`config.mk`:
```
export PLATFORM = sky130hd
export DESIGN_NAME = pwm_duty_ramp_flat
export DESIGN_NICKNAME = d
export VERILOG_FILES = /design/src/rtl/pwm_pkg.sv /design/src/rtl/pwm_duty_ramp_if.sv /design/src/rtl/pwm_period_tick.sv /design/src/rtl/pwm_duty_ramp.sv /design/src/flat_wrapper.sv
export SDC_FILE = /design/constraint.sdc
export NUM_CORES = 1
export LEC_CHECK = 0
export CAP_MARGIN = 30
export CORE_MARGIN = 3
export CORE_UTILIZATION = 63
export CTS_BUF_LIST = sky130_fd_sc_hd__clkbuf_2 sky130_fd_sc_hd__clkbuf_4 sky130_fd_sc_hd__clkbuf_8
export CTS_CLUSTER_SIZE = 25
export DETAILED_ROUTE_END_ITERATION = 8
export DONT_BUFFER_PORTS = 1
export PLACE_DENSITY = 0.86
export SYNTH_ARGS = -nofsm -noshare
export SYNTH_HDL_FRONTEND = slang
export SYNTH_SLANG_ARGS = --single-unit
```
`constraint.sdc`:
```
create_clock -name clk -period 8 [get_ports clk]
set_clock_uncertainty 0.15 [all_clocks]
set_input_delay 1.2 -clock clk [delete_from_list [all_inputs] [get_ports clk]]
set_output_delay 1.2 -clock clk [all_outputs]
set_load 0.03 [all_outputs]
```
`src/rtl/pwm_pkg.sv`:
```
// pwm_pkg: shared PWM duty widths, period length, duty type and ramp state enum
package pwm_pkg;
    localparam int DUTY_W = 11;
    localparam int PERIOD = 2048;
    typedef logic [DUTY_W-1:0] duty_t;
    typedef enum logic {IDLE, RAMP} ramp_state_t;
endpackage

```
`src/rtl/pwm_duty_ramp_if.sv`:
```
// pwm_duty_ramp_if: target-duty valid/ready channel (tgt_duty, tgt_vld in; tgt_rdy out of the slave)
interface pwm_duty_ramp_if;
    import pwm_pkg::*;
    duty_t tgt_duty;
    logic  tgt_vld;
    logic  tgt_rdy;
    modport master (output tgt_duty, output tgt_vld, input tgt_rdy);
    modport slave (input tgt_duty, input tgt_vld, output tgt_rdy);
endinterface

```
`src/rtl/pwm_period_tick.sv`:
```
// pwm_period_tick: mirrors the PWM period counter and divides boundaries into ramp steps; in clk, rst, clr; out period_end, step_due
module pwm_period_tick
    import pwm_pkg::*;
#(
    parameter int RAMP_DIV = 1
) (
    input  logic clk,
    input  logic rst,
    input  logic clr,
    output logic period_end,
    output logic step_due
);
    duty_t      pcnt;
    logic [7:0] dcnt;
    always_ff @(posedge clk) begin
        if (rst) begin
            pcnt <= '0;
            dcnt <= '0;
        end else begin
            pcnt <= pcnt + 1'b1;
            dcnt <= (clr || step_due) ? '0 : period_end ? dcnt + 1'b1 : dcnt;
        end
    end
    assign period_end = pcnt == duty_t'(PERIOD - 1);
    assign step_due   = period_end && dcnt == 8'(RAMP_DIV - 1);
endmodule

```
`src/rtl/pwm_duty_ramp.sv`:
```
// pwm_duty_ramp: soft-start duty ramp toward an accepted target at period boundaries; in clk, rst, tgt (slave), kill; out duty, ramping, done, period_end
module pwm_duty_ramp
    import pwm_pkg::*;
#(
    parameter int STEP     = 16,
    parameter int RAMP_DIV = 1
) (
    input  logic             clk,
    input  logic             rst,
    pwm_duty_ramp_if.slave   tgt,
    input  logic             kill,
    output duty_t            duty,
    output logic             ramping,
    output logic             done,
    output logic             period_end
);
    localparam logic [11:0] STEP_12 = 12'(STEP);
    ramp_state_t state, state_nxt;
    duty_t       target, step_duty;
    logic        accept, step_due, up, hit;
    logic [11:0] gap;
    pwm_period_tick #(.RAMP_DIV(RAMP_DIV)) u_tick (
        .clk        (clk),
        .rst        (rst),
        .clr        (kill || accept),
        .period_end (period_end),
        .step_due   (step_due)
    );
    always_ff @(posedge clk) begin
        state <= rst ? IDLE : state_nxt;
    end
    // 12-bit gap keeps the compare against STEP free of wrap; the add/sub only runs when gap > STEP
    always_comb begin
        up        = target > duty;
        gap       = up ? {1'b0, target} - {1'b0, duty} : {1'b0, duty} - {1'b0, target};
        step_duty = gap <= STEP_12 ? target : up ? duty + STEP_12[10:0] : duty - STEP_12[10:0];
        hit       = step_due && step_duty == target;
        state_nxt = kill ? IDLE :
                    state == IDLE ? ((accept && tgt.tgt_duty != duty) ? RAMP : IDLE) :
                    (hit ? IDLE : RAMP);
    end
    always_comb begin
        tgt.tgt_rdy = state == IDLE && !kill;
        accept      = state == IDLE && !kill && tgt.tgt_vld;
        ramping     = state == RAMP;
    end
    always_ff @(posedge clk) begin
        if (rst || kill) begin
            duty   <= '0;
            target <= '0;
            done   <= 1'b0;
        end else begin
            done <= accept ? tgt.tgt_duty == duty : state == RAMP && hit;
            if (accept) target <= tgt.tgt_duty;
            if (state == RAMP && step_due) duty <= step_duty;
        end
    end
endmodule
```
`src/flat_wrapper.sv`:
```
// flat-port wrapper written by rule: the top's interface ports become plain ports
module pwm_duty_ramp_flat import pwm_pkg::*;
#(
    parameter int STEP     = 16,
    parameter int RAMP_DIV = 1
)
  (clk, rst, kill, duty, ramping, done, period_end, tgt_tgt_duty, tgt_tgt_vld, tgt_tgt_rdy);
  pwm_duty_ramp_if tgt_i ();
  input  logic clk;
  input  logic rst;
  input  logic kill;
  output duty_t duty;
  output logic ramping;
  output logic done;
  output logic period_end;
  input wire logic [$bits(tgt_i.tgt_duty)-1:0] tgt_tgt_duty;
  input wire logic [$bits(tgt_i.tgt_vld)-1:0] tgt_tgt_vld;
  output wire logic [$bits(tgt_i.tgt_rdy)-1:0] tgt_tgt_rdy;
  assign tgt_i.tgt_duty = tgt_tgt_duty;
  assign tgt_i.tgt_vld = tgt_tgt_vld;
  assign tgt_tgt_rdy = tgt_i.tgt_rdy;
  pwm_duty_ramp #(.STEP(STEP), .RAMP_DIV(RAMP_DIV)) u_core (.clk(clk), .rst(rst), .tgt(tgt_i), .kill(kill), .duty(duty), .ramping(ramping), .done(done), .period_end(period_end));
endmodule
```
### Word level (Yosys, flattened, before mapping)

Index checks and enable logic that the tools add are counted.

* logic and storage cells: 40
* memory bits (writable): 0
* flip-flop bits (word level): 43
* memories: 0
* latch bits: 0
* output and inout bits: 15
* bits in read-only memories: 0
* input port bits: 15

* bitwise gates (word level): 1
* reductions and logical operators: 14
* eq/ne operators: 4
* multiply operators: 0
* $lt $le $gt $ge: 2
* div/mod/pow operators: 0
* $add $sub $neg: 6
* shifts and indexed selects: 0
* multiplexer cells: 7

Operator list (count)
* subtractor 11 x 11 -> 12 bit: 2
* equality test 11 bit: 2
* 2-to-1 mux 11 bit: 2
* <= comparator 12 x 5 -> 1 bit, second input constant: 1
* 2-to-1 mux 12 bit: 1
* adder 11 x 1 -> 11 bit, second input constant: 1
* adder 11 x 5 -> 11 bit, second input constant: 1
* equality test 11 bit, second input constant: 1
* greater-than comparator 11 bit: 1
* != test 11 bit: 1
* subtractor 11 x 5 -> 11 bit, second input constant: 1
* adder 8 x 1 -> 8 bit, second input constant: 1
* logical NOT 8 bit: 1
* logical AND 1 bit: 7
* 2-to-1 mux 1 bit: 4
* OR reduction 2 bit: 2
* logical OR 1 bit: 3
* logical NOT 1 bit: 1
* inverter 1 bit: 1

### Depth between registers and ports, before layout

* word-level depth: 8
* gate-level depth with buffers: 18
* gate-level depth less buffers: 18

### Cells and area by module

From an unflattened synthesis, not the netlist that was laid out.

* cell total of the unflattened synthesis: 478
* area, all modules: 3679.8 um2

Modules (own cells, without submodules)
* pwm_duty_ramp: instances 1, cells each 378, area each 2796.4 um2, seq. area each 480.5 um2
* pwm_period_tick: instances 1, cells each 100, area each 883.3 um2, seq. area each 380.4 um2

### Worst setup path before layout

OpenSTA, ideal clock, no wires.

* path kind: register -> register
* start point: register u_core.duty[0]
* end point: register u_core.done
* cell stages (with the launch flop): 17
* path slack: 3.887 ns
* data arrival time: 3.895 ns
* library setup time: 0.067 ns
* data required time: 7.783 ns
* path buffers: 0
* period minus slack after synthesis: 4.113 ns
* cells stage by stage: dfxtp_1 ha_1 fa_1 nand2b_1 a21oi_1 a21oi_2 a21o_4 ha_1 nor2b_1 nor3_1 o21bai_1 a21oi_1 xnor3_2 xnor2_1 or4b_4 a21o_1 a21oi_2

* longest elaborated chain between the ends: 8
* elaborated cells on any way between the ends: 14
* those cells by class: 4 x add/sub; 2 x order compare; 2 x eq/ne; 4 x mux; 2 x reduce/logical

Ends and longest elaborated chain
* start: declaration: RTL line pwm_duty_ramp.sv:12 `output duty_t duty,`
* start signal: assignment: RTL line pwm_duty_ramp.sv:55 `if (state == RAMP && step_due) duty <= step_duty;`
* subtractor 11 x 11 -> 12 bit / greater-than comparator 11 bit (equally long branches): RTL line pwm_duty_ramp.sv:35, pwm_duty_ramp.sv:34
* 2-to-1 mux 12 bit: RTL line pwm_duty_ramp.sv:35 `gap = up ? {1'b0, target} - {1'b0, duty} : {1'b0, duty} - {1'b0, target};`
* <= comparator 12 x 5 -> 1 bit: RTL line pwm_duty_ramp.sv:36 `step_duty = gap <= STEP_12 ? target : up ? duty + STEP_12[10:0] : duty - STEP_12[10:0];`
* 2-to-1 mux 11 bit: RTL line pwm_duty_ramp.sv:36
* equality test 11 bit: RTL line pwm_duty_ramp.sv:37 `hit = step_due && step_duty == target;`
* logical AND 1 bit: RTL line pwm_duty_ramp.sv:37
* logical AND 1 bit: RTL line pwm_duty_ramp.sv:53 `done <= accept ? tgt.tgt_duty == duty : state == RAMP && hit;`
* 2-to-1 mux 1 bit *: RTL line pwm_duty_ramp.sv:53
* end signal: assignment: RTL line pwm_duty_ramp.sv:53
* end: declaration: RTL line pwm_duty_ramp.sv:14 `output logic done,`

Mark *: on every way between the ends. The rest lies on a longest branch, timed or not.
A chain may end at the register's enable or synchronous reset.

### Worst setup path in the final report

* start point: register u_core.duty[5]
* end point: register u_core.done

Same word-level chain as after synthesis.

==> results.toml <==
[run_status]
status = "complete, no violations"

[drt]
first_pass_iters = 5
routed_wl_mm = 8.382
drc = 0
first_iter_violations = 225
viasPerCell = 6.123
vias = 3129
wl_per_cell_um = 16.40
final_antenna_net_count = 0

[sta]
finalSetupViolCount = 0
slew_viol_final = 0
hold_viol = 0
fmax_mhz = 220.1
finalSetupTns_ns = 0
relSlewSlack_pct = 57.55
fin_crit_ns = 4.544
whs_ns = 0.3009
worst_slack_ns = 3.456
rsz0062_at_grt = "false"
tightest_slew_ns = 0.6344
fin_crit_sh_pct = 56.80

[cts]
ctsRootBufferMaster = "clkbuf_8"
htreeDepth = 2
clk_pin_slew_worst_paths_ns = 0.08
cts_made_buffers = 5
post_cts_resized = 0
clk_latency_ns = 0.30
cts_tree = "built"
cts_num_sinks = 43
holdBufCountCts = 0
clockBufferDepth = 2
postCtsSetupBuffers = 0

[worst_setup_path]
start_kind = "register"
worstPathMaxFanout = 12
cp_data_required_time_ns = 8.08
cp_num_buf_inv = 1
critPathKind = "register to register"
critPathTopFamily = "simple AND/OR/NAND/NOR gates"
max_stage_delay_ns = 0.66
critPathCaptureType = "register"
path_cells = "inv_1 > ha_1 > and2_4 > and3_1 > a21oi_2 > a21o_4 > ha_1 > nor2b_1 > nor3_1 > o21bai_1 > a21oi_1 > xnor3_2 > xnor2_1 > or4b_4 > a21o_1 > a21oi_2"
reg2reg_slack_ns = 3.46
slowest_stage = "dfxtp_1"
crit_arrival_ns = 4.62

[floorplan]
std_cell_rows = 26
start_util_pct = 66.88
pin_count = 30
chipHeight_um = 80.80
die_w_um = 80.80
die_area_um2 = 6528
fp.coreArea_um2 = 5270

[global_routing]
gr-total-overflow = 0
grt.total_usage_pct = 27.50
top_usage_layer = "met2"
use_met1_pct = 34.02
met3_usage_pct = 4.213
grt_antenna_before_repair = 0
grt_pass1_wl_mm = 14.05
grt_pass1_vias = 3002
grt_max_degree = 25
use_met2_pct = 49.25

[finish]
final_cells = 511
layout.nets = 488
syn_to_final_growth_pct = 2.662
drive_above_1_share_pct = 4.762
antenna_cells = 0

[logic_synthesis]
yosysUniqueCellTypes = 61
syn_nets = 501
syn-cell-area_um2 = 3525
synth-warning-count = 0
async_reset_ff_share_pct = 0
synthCells = 453
ys.flop_type = "dfxtp_1"
ys_seq_elements = 43
synth_edf_count = 0
avgSynthCellArea_um2 = 7.781
synth.yosys.seq_area_share_pct = 24.42

[placement]
dp_hpwl_mm = 6.519
dpl_worst_slack_ns = 3.542
port_buffers = 0
dp.cells = 503
gp_congestion = 0.9921

[power]
powerDensity_nw_per_um2 = 129.6
vdd_drop_max_uv = 121.1
power_leakage_nw = 1.390

[run]
drv_cap = 0

[hold_path]
hold_path.class = "register to register"
synthesized netlist by cell type (2+ instances only):
cell type  count  share of area, %
nor2_1        43               4.6
o31ai_1        6               1.3
mux2i_1        8               2.3
dfxtp_1       43                24
or3_1          4              0.71
a21o_1         6               1.3
and2_1         3              0.53
o21ai_0       20               2.8
a21oi_2        4              0.99
nand4_1       11               2.0
nor2b_1        7               1.2
fa_1           3               1.7
o21ai_1        3              0.43
nand2b_1       6               1.1
nor4_1         3              0.53
a211oi_1      11               2.3
and3_1         7               1.2
nand2_1       49               5.2
nor3b_1        2              0.43
clkbuf_1       8              0.85
inv_1         30               3.2
a31oi_1        3              0.53
nand3_1        8               1.1
o21bai_1       2              0.43
o211ai_1       5               1.1
xor2_1        18               4.5
nor3_1         4              0.57
xnor2_1       26               6.5
a2bb2oi_1      3              0.75
ha_1          30                11
buf_2          9               1.3
a21oi_1       39               5.5
cell usage in the layout, fill, tap and decap left out, drive strengths merged, types with 4 or more instances in the layout:
cell,n
a211oi,11
a21o,7
a21oi,43
and2,4
and3,7
clkbuf,8
dfxtp,43
ha,30
inv,31
mux2i,8
nand2,49
nand2b,6
nand3,8
nand4,11
nor2,43
nor2b,7
nor3,4
o211ai,5
o21ai,23
o31ai,6
or3,4
xnor2,26
xor2,18
metal layers:
layer | up-vias | wire [µm]
met5 | - | 0
met4 | 0 | 193
met3 | 16 | 383
met2 | 85 | 4162
met1 | 1470 | 3643
li1 | 1558 | -
state kept, by name, indices dropped and copies added, names as in the netlist:
name and flops:
u_core.done 1, u_core.duty 11, u_core.ramping 1, u_core.target 11
u_core.u_tick.dcnt 8, u_core.u_tick.pcnt 11
logic make-up after synthesis:
logic type	Yosys count	synth area share, %
AND/OR/NAND/NOR	156	21.73
AO/OA/AOI/OAI	116	21.16
buffers and inverters	51	6.141
XOR/XNOR	45	11.61
flip-flops	43	24.42
adder cells (fa/ha/maj)	33	12.35
multiplexers	9	2.591
layout make-up:
cell class	instances	area [µm²]
Inverter	31	118.9
Fill cell	426	1652
Tap cell	70	87.58
Sequential cell	43	860.8
Clock buffer	8	103.9
Multi-Input combinational cell	359	2447
report_power, final:
| group | internal, mW | leakage (nW) | total (mW) | switching (mW) |
|---|---|---|---|---|
| clock | 0.0822 | 0.0549 | 0.152 | 0.0703 |
| combinational | 0.0409 | 0.988 | 0.0967 | 0.0558 |
| sequential | 0.217 | 0.347 | 0.220 | 0.00348 |
final timing paths:
check | startpoint | end | cells after the start
worst max-delay path | u_core.duty[5] | u_core.done | 16
worst min-delay path | u_core.u_tick.pcnt[0] | u_core.u_tick.pcnt[0] | 1
worst max register to register | u_core.duty[5] | u_core.done | 16
worst min register to register | u_core.u_tick.pcnt[0] | u_core.u_tick.pcnt[0] | 1
per-stage QoR:
step | area [µm²] | total power [mW] | utilization (%)
6_report | 3618 | 0.4691 | 68.66
5_1_grt | 3618 | 0.4870 | 68.66
4_1_cts | 3618 | 0.4701 | 68.66
3_5_place_dp | 3515 | 0.3194 | 66.69
3_3_place_gp | 3515 | 0.3175 | 66.69
2_1_floorplan | 3525 | 0.3046 | -
(Power assumes the default switching activity.)
